--- src/rtl/uart_tx_fifo_if.sv ---
// uart_tx_fifo_if: bus bundle for uart_tx_fifo (master = processor side, slave = transmitter).
// Signals: eight/pen/ohel framing, k bit time, load/din write port, clr_ovf,
// tx serial out, txrdy/empty/busy/ovf status, level occupancy.
// brk is present only when UART_TX_BREAK_EN is defined.
interface uart_tx_fifo_if #(parameter int AW = 3);
  logic        eight;
  logic        pen;
  logic        ohel;
  logic [18:0] k;
  logic        load;
  logic [7:0]  din;
  logic        clr_ovf;
`ifdef UART_TX_BREAK_EN
  logic        brk;
`endif
  logic        tx;
  logic        txrdy;
  logic        empty;
  logic        busy;
  logic        ovf;
  logic [AW:0] level;
  modport master(
    output eight, pen, ohel, k, load, din, clr_ovf,
`ifdef UART_TX_BREAK_EN
    output brk,
`endif
    input tx, txrdy, empty, busy, ovf, level
  );
  modport slave(
    input eight, pen, ohel, k, load, din, clr_ovf,
`ifdef UART_TX_BREAK_EN
    input brk,
`endif
    output tx, txrdy, empty, busy, ovf, level
  );
endinterface

--- src/rtl/uart_tx_fifo.sv ---
// uart_tx_fifo: FIFO-buffered UART transmitter, 11 bit-time frames, LSB first.
// Ports: clk, reset (async active-high), bus (uart_tx_fifo_if.slave).
// Optional macro UART_TX_BREAK_EN adds bus.brk: hold tx low while idle.
module uart_tx_fifo #(
  parameter int DEPTH = 8,
  parameter int AW    = 3
) (
  input logic          clk,
  input logic          reset,
  uart_tx_fifo_if.slave bus
);
  typedef enum logic [1:0] {IDLE, LOAD, SHIFT} state_t;
  state_t        r_state, w_next;
  logic [7:0]    r_mem [DEPTH];
  logic [AW-1:0] r_wr, r_rd;
  logic [AW:0]   r_level;
  logic [10:0]   r_frame;
  logic [3:0]    r_bit;
  logic [18:0]   r_cnt, r_k;
  logic          r_ovf, r_brk, r_rec;
  logic          w_full, w_push, w_pop, w_tc, w_go, w_par;
  logic [7:0]    w_d, w_dm;
  logic [18:0]   w_k;
  assign w_full = r_level == (AW+1)'(DEPTH);
  assign w_push = bus.load && !w_full;
  assign w_pop  = r_state == LOAD;
  assign w_tc   = r_cnt == r_k - 19'd1;
  assign w_k    = bus.k < 19'd2 ? 19'd2 : bus.k;
  assign w_d    = r_mem[r_rd];
  assign w_dm   = bus.eight ? w_d : {1'b0, w_d[6:0]};
  assign w_par  = ^w_dm ^ bus.ohel;
  // r_brk/r_rec: break active, and post-break recovery of one bit time
  assign w_go   = r_level != '0 && !r_brk && !r_rec;
  assign bus.tx    = r_state == SHIFT ? r_frame[r_bit] : !(r_state == IDLE && r_brk);
  assign bus.txrdy = !w_full;
  assign bus.empty = r_level == '0;
  assign bus.busy  = r_state != IDLE;
  assign bus.ovf   = r_ovf;
  assign bus.level = r_level;
  always_comb begin
    w_next = r_state;
    if (r_state == IDLE && w_go) w_next = LOAD;
    else if (r_state == LOAD) w_next = SHIFT;
    else if (r_state == SHIFT && w_tc && r_bit == 4'd10) w_next = w_go ? LOAD : IDLE;
  end
  always_ff @(posedge clk or posedge reset)
    if (reset) r_state <= IDLE;
    else r_state <= w_next;
  always_ff @(posedge clk)
    if (w_push) r_mem[r_wr] <= bus.din;
  always_ff @(posedge clk or posedge reset)
    if (reset) begin
      r_wr    <= '0;
      r_rd    <= '0;
      r_level <= '0;
      r_ovf   <= 1'b0;
      r_frame <= '1;
      r_bit   <= '0;
      r_cnt   <= '0;
      r_k     <= 19'd2;
      r_brk   <= 1'b0;
      r_rec   <= 1'b0;
    end else begin
      if (w_push) r_wr <= r_wr + 1'b1;
      if (w_pop) r_rd <= r_rd + 1'b1;
      r_level <= r_level + (AW+1)'(w_push) - (AW+1)'(w_pop);
      r_ovf   <= (bus.load && w_full) || (r_ovf && !bus.clr_ovf);
`ifdef UART_TX_BREAK_EN
      r_brk <= bus.brk;
`endif
      if (w_pop) begin
        r_frame <= {1'b1, (bus.eight && bus.pen) ? w_par : 1'b1,
                    bus.eight ? w_d[7] : (bus.pen ? w_par : 1'b1), w_d[6:0], 1'b0};
        r_k     <= w_k;
        r_bit   <= '0;
        r_cnt   <= '0;
      end else if (r_state == SHIFT) begin
        r_cnt <= w_tc ? '0 : r_cnt + 19'd1;
        if (w_tc) r_bit <= r_bit + 4'd1;
      end else if (r_brk) begin
        r_rec <= 1'b1;
        r_cnt <= '0;
      end else if (r_rec) begin
        r_cnt <= r_cnt + 19'd1;
        if (r_cnt >= w_k - 19'd1) r_rec <= 1'b0;
      end
    end
endmodule

--- src/flat_wrapper.sv ---
// flat-port wrapper written by rule: the top's interface ports become plain ports
module uart_tx_fifo_flat 
#(
  parameter int DEPTH = 8,
  parameter int AW    = 3
)
  (clk, reset, bus_eight, bus_pen, bus_ohel, bus_k, bus_load, bus_din, bus_clr_ovf, bus_tx, bus_txrdy, bus_empty, bus_busy, bus_ovf, bus_level);
  uart_tx_fifo_if #(.AW(AW)) bus_i ();
  input logic clk;
  input logic reset;
  input wire logic [$bits(bus_i.eight)-1:0] bus_eight;
  input wire logic [$bits(bus_i.pen)-1:0] bus_pen;
  input wire logic [$bits(bus_i.ohel)-1:0] bus_ohel;
  input wire logic [$bits(bus_i.k)-1:0] bus_k;
  input wire logic [$bits(bus_i.load)-1:0] bus_load;
  input wire logic [$bits(bus_i.din)-1:0] bus_din;
  input wire logic [$bits(bus_i.clr_ovf)-1:0] bus_clr_ovf;
  output wire logic [$bits(bus_i.tx)-1:0] bus_tx;
  output wire logic [$bits(bus_i.txrdy)-1:0] bus_txrdy;
  output wire logic [$bits(bus_i.empty)-1:0] bus_empty;
  output wire logic [$bits(bus_i.busy)-1:0] bus_busy;
  output wire logic [$bits(bus_i.ovf)-1:0] bus_ovf;
  output wire logic [$bits(bus_i.level)-1:0] bus_level;
  assign bus_i.eight = bus_eight;
  assign bus_i.pen = bus_pen;
  assign bus_i.ohel = bus_ohel;
  assign bus_i.k = bus_k;
  assign bus_i.load = bus_load;
  assign bus_i.din = bus_din;
  assign bus_i.clr_ovf = bus_clr_ovf;
  assign bus_tx = bus_i.tx;
  assign bus_txrdy = bus_i.txrdy;
  assign bus_empty = bus_i.empty;
  assign bus_busy = bus_i.busy;
  assign bus_ovf = bus_i.ovf;
  assign bus_level = bus_i.level;
  uart_tx_fifo #(.DEPTH(DEPTH), .AW(AW)) u_core (.clk(clk), .reset(reset), .bus(bus_i));
endmodule
--- config.mk ---
export PLATFORM = sky130hd
export DESIGN_NAME = uart_tx_fifo_flat
export DESIGN_NICKNAME = d
export VERILOG_FILES = /design/src/rtl/uart_tx_fifo_if.sv /design/src/rtl/uart_tx_fifo.sv /design/src/flat_wrapper.sv
export SDC_FILE = /design/constraint.sdc
export NUM_CORES = 1
export LEC_CHECK = 0
export ABC_AREA = 1
export CELL_PAD_IN_SITES_DETAIL_PLACEMENT = 1
export CELL_PAD_IN_SITES_GLOBAL_PLACEMENT = 1
export CORE_ASPECT_RATIO = 1.25
export CORE_MARGIN = 4
export CORE_UTILIZATION = 15
export CTS_CLUSTER_DIAMETER = 150
export DETAILED_ROUTE_END_ITERATION = 10
export HOLD_SLACK_MARGIN = 0.06
export MAX_ROUTING_LAYER = met4
export PLACE_DENSITY_LB_ADDON = 0.1
export SLEW_MARGIN = 0
export SYNTH_ARGS = -nofsm -noshare
export SYNTH_HDL_FRONTEND = slang
export SYNTH_SLANG_ARGS = --single-unit
--- constraint.sdc ---
create_clock -name clk -period 2 [get_ports clk]
set_input_delay 0.4 -clock clk [delete_from_list [all_inputs] [get_ports clk]]
set_output_delay 0.4 -clock clk [all_outputs]
set_load 0.02 [all_outputs]
======== Word level (Yosys, flattened, before mapping) ========
Memories as Yosys holds them, arrays and structs flattened.
Cells that the tools add are included.
word-level totals
  memories kept ........................... 1
  word-level logic and storage cells ...... 82
  RAM bits ................................ 64
  register bits after elaboration ......... 66
operators by class
  order comparisons ....................... 3
  reduce and logical (&&, ||, !) cells .... 27
  bitwise operators ....................... 3
  equality and inequality tests ........... 5
  add/subtract/negate cells ............... 8
  multiplexer cells ....................... 25
memories
  memory        depth  bits a word  read ports  clocked after memory_dff  write ports  RTL line            text
  u_core.r_mem  8      8            1           0                         1            uart_tx_fifo.sv:14  logic [7:0] r_mem [DEPTH];
operators by type and width
  cell                     count
  $mux W19                 6
  $sub A19 B1 Y19 const B  2
  $add A19 B1 Y19 const B  1
  $eq A19 B19 Y1           1
  $ge A19 B19 Y1           1
  $lt A19 B2 Y1 const B    1
  $mux W4                  3
  $mux W1                  11
  $logic_and A1 B1 Y1      10
  $eq A4 B4 Y1 const B     2
  $mux W8                  1
  $reduce_bool A4 Y1       2
  $reduce_xor A8 Y1        1
  $add A3 B1 Y3 const B    2
  $mux W2                  3
  $reduce_bool A2 Y1       3
  $logic_not A1 Y1         5
  $lt A4 B5 Y1 const B     1
  $add A4 B1 Y4            1
  $add A4 B1 Y4 const B    1
  $bmux W1 S4              1
  $logic_not A4 Y1         1
  $reduce_and A2 Y1        2
  $sub A4 B1 Y4            1
  other kinds (7)          8

======== Longest topological paths before layout ========
  depth after elaboration ................. 7
  gate-level depth with buffers ........... 8
  gate-level depth less buffers ........... 8

======== Worst setup path before layout ========
No wires, ideal clock.
  path kind ............................... flip-flop to output port
  from .................................... register u_core.r_level[2] (netlist: u_core.bus.level[2])
  to ...................................... output bus_empty
  arrival time ............................ 1253 ps
  cell stages (with the launch flop) ...... 4
  data required time ...................... 1600 ps
  setup slack ............................. 347 ps
  path through ............................ dfrtp_1 > inv_1 > ha_1 > nor3b_1
on the way
  cells in the longest elaborated chain, start to end .. 1
ends and longest elaborated chain
  what                      RTL line            text
  start: declaration        uart_tx_fifo.sv:16  logic [AW:0] r_level;
  start signal: assignment  uart_tx_fifo.sv:66  r_level <= r_level + (AW+1)'(w_push) - (AW+1)'(w_pop);
  $logic_not A4 Y1          uart_tx_fifo.sv:36  assign bus.empty = r_level == '0;
  end: declaration          flat_wrapper.sv:20  output wire logic [$bits(bus_i.empty)-1:0] bus_empty;
No other way between the ends.

======== Final worst setup path ========
Ends and elaborated chain as after synthesis.

==> flow_metrics.env <==
export IMPL_outcome="complete, no violations"
export IMPL_multi_input_area_sq_um=165
export IMPL_worst_path_max_fanout=4
export IMPL_seqPwrFrac_pct=28.1
export IMPL_cts_htree_levels=1
export IMPL_avgSynthCellArea_sq_um=8.82
export IMPL_r2r_cells=7
export IMPL_critPathKind="reg2out"
export IMPL_crit_chain="inv_1 > ha_1 > nor3b_1 > dlygate4sd2_1"
export IMPL_antenna_left=0
export IMPL_final_cell_area_sq_um=483
export IMPL_slowest_stage="dfrtp_1"
export IMPL_start_util_pct=16.4
export IMPL_combPwrFrac_pct=56.0
export IMPL_antenna_found_initial=0
export IMPL_drt_iter0_drc=4
export IMPL_top_layer="met4"
export IMPL_drive_above_1_share_pct=10.0
export IMPL_io_buffers=10
export IMPL_synth_top_area_share_pct=37.3
export IMPL_die_w_um=50.3
export IMPL_dp_cells=76
export IMPL_seq_area_frac_synth_pct=37.3
export IMPL_finalNonFillerCells=80
export IMPL_p_switching_mw=0.332
export IMPL_max_freq_mhz=536
export IMPL_dp_worst_setup_slack_ps=105
export IMPL_diodes=0
export IMPL_whs_ps=355
export IMPL_num_nets_final=92
export IMPL_setup_viol=0
export IMPL_grt_pass1_wl_mm=1.26
export IMPL_via_per_inst=3.33
export IMPL_setup_slack_ps=136
export IMPL_gr_usage_all_layers_pct=6.08
export IMPL_synth_area_top_cells="dfrtp_1 37%, ha_1 26%, inv_1 9.0%"
export IMPL_internal_power_mw=0.418
export IMPL_cellPowerDensity_nw_per_um2=1550
export IMPL_drt_wirelength_per_cell_um=8.69
export IMPL_fin_tns_setup_ps=0
export IMPL_regArea_sq_um=125
export IMPL_required_ps=1600
export IMPL_start_kind="flip-flop"
export IMPL_synthesis_area_sq_um=335
export IMPL_wl_met2_um=289
export IMPL_grt_pass1_vias=292
export IMPL_root_buffer="clkbuf_4"
export IMPL_post_route_min_period_ps=1860
export IMPL_wl_met1_um=320
export IMPL_routabilityCongestion=0.657
export IMPL_grt_setup_unrepaired="no"
export IMPL_vias=266
export IMPL_hold_class="in2async"
export IMPL_grt_max_degree=8
export IMPL_synthDistinctLibCells=12
export IMPL_cpPeakStageDelay_ps=390
export IMPL_nFillCells=247
export IMPL_routed_wl_um=695
export IMPL_ios=43
export IMPL_firstDrtPassIters=2
export IMPL_ys_seq_elements=5
export IMPL_yosys_warnings=1
export IMPL_cts_tree="done"
export IMPL_slew_viol_final=0
export IMPL_hold_buffers=0
export IMPL_dr_wl_met3_um=60
export IMPL_clkPwrFrac_pct=15.9
export IMPL_drc_errors=0
export IMPL_ir_drop_mv=0.575
export IMPL_hold_violations=0
export IMPL_clk_pin_slew_ps=50
export IMPL_cts_made_buffers=3
export IMPL_cts_sinks=5
export IMPL_worstSetupEndpointType="output pin"
export IMPL_arrival_ps=1460
export IMPL_maxCapViolCount=0
export IMPL_synth_top_area_cell="dfrtp_1"
export IMPL_area_growth_pct=44.0
export IMPL_dieArea_sq_um=3060
export IMPL_switching_share_pct=44.3
export IMPL_postPlaceCellArea_sq_um=458
export IMPL_syn_inst=38
export IMPL_worstSkewPairLatency_ps=250
export IMPL_clock_skew_ps=4.39
export IMPL_p_leak_nw=0.254
export IMPL_die_h_um=60.9
export IMPL_overflow=0
export IMPL_period_share_pct=93.2
export IMPL_hpwl_um=583
export IMPL_core_sq_um=2050
export IMPL_rows=18
export IMPL_cts_buffer_depth=2
export IMPL_synth_net_count=79
metal layers:
layer | GRT usage (%) | vias up
met3 | 2.95 | 4
met5 | - | -
li1 | - | 134
met2 | 8.77 | 13
met1 | 5.94 | 115
met4 | 5.77 | 0
flip-flops by register name, indices dropped and copies added, names as in the netlist:
| name | cells |
|---|---|
| u_core.bus.level | 4 |
| u_core.bus.ovf | 1 |
worst max-delay path, delay by kind of cell, from the launching register on:
family	cells	cell delay, ps
fa+ha+maj	1	160
buf+inv	2	500
flops	1	390
simple gates	1	170
cells in the mapped netlist:
library cell / n
dfrtp_1: 5
ha_1: 7
inv_1: 8
conb_1: 2
nor3b_1: 1
xor2_1: 1
a21boi_0: 1
buf_4: 2
nand2_1: 7
nor2_1: 1
nor2_2: 1
nand3_1: 2
power groups by stage:
stage          clock (mW)  combinational [mW]  sequential [mW]
6_report            0.119               0.420            0.211
5_1_grt             0.133               0.495            0.220
4_1_cts             0.128               0.433            0.214
3_5_place_dp            0               0.437            0.215
3_3_place_gp            0               0.430            0.213
2_1_floorplan           0               0.215            0.259
cells in the final DEF, fill, tap and decap left out, drive strengths merged:
cell type / n
clkbuf: 3
inv: 8
dlygate4sd2: 2
clkdlybuf4s50: 8
ha: 7
nand2: 7
conb: 2
a21boi: 1
nor3b: 1
xor2: 1
dfrtp: 5
clkinv: 1
nand3: 2
nor2: 2
final timing paths:
check,from,to,slack (ps)
min in group clk,u_core.bus.ovf$_DFF_PP0_,u_core.bus.ovf$_DFF_PP0_,490
max,u_core.bus.level[2]$_DFF_PP0_,bus_empty,140
min reg2reg,u_core.bus.ovf$_DFF_PP0_,u_core.bus.ovf$_DFF_PP0_,490
min,reset,u_core.bus.level[1]$_DFF_PP0_,350
max reg2reg,u_core.bus.level[2]$_DFF_PP0_,u_core.bus.level[2]$_DFF_PP0_,410
max in group asynchronous,reset,u_core.bus.level[3]$_DFF_PP0_,1460
timing repair:
item                       4_1_cts  5_1_grt
setup endpoints to repair        2        0
setup buffers                    0        0
gates resized for setup          2        0
kinds of logic (layout without fill, tap and decap cells):
| family | Yosys count | count (layout) | share of synthesized area [%] |
|---|---|---|---|
| fa+ha+maj | 7 | 7 | 26.1 |
| compound gates | 1 | 1 | 2.24 |
| other cells | 2 | 2 | 2.24 |
| simple gates | 12 | 12 | 16.0 |
| buf+inv | 10 | 22 | 13.4 |
| xor+xnor | 1 | 1 | 2.61 |
| flops | 5 | 5 | 37.3 |
metrics by stage:
stage | utilization, % | power (mW)
finish | 23.6 | 0.750
global route | 23.6 | 0.848
global placement | 22.3 | 0.642
floorplan | - | 0.474
CTS | 23.6 | 0.776
detailed placement | 22.3 | 0.653
final cells by class:
| type | count | area share (%) |
|---|---|---|
| multi-input cells | 23 | 34.2 |
| flip-flops and latches | 5 | 25.9 |
| repair buffers | 10 | 20.2 |
| well taps | 30 | 7.77 |
| inverters | 8 | 6.22 |
| clock buffers | 3 | 4.66 |
| clock inverters | 1 | 1.04 |
Power figures use the tool's default switching activity.
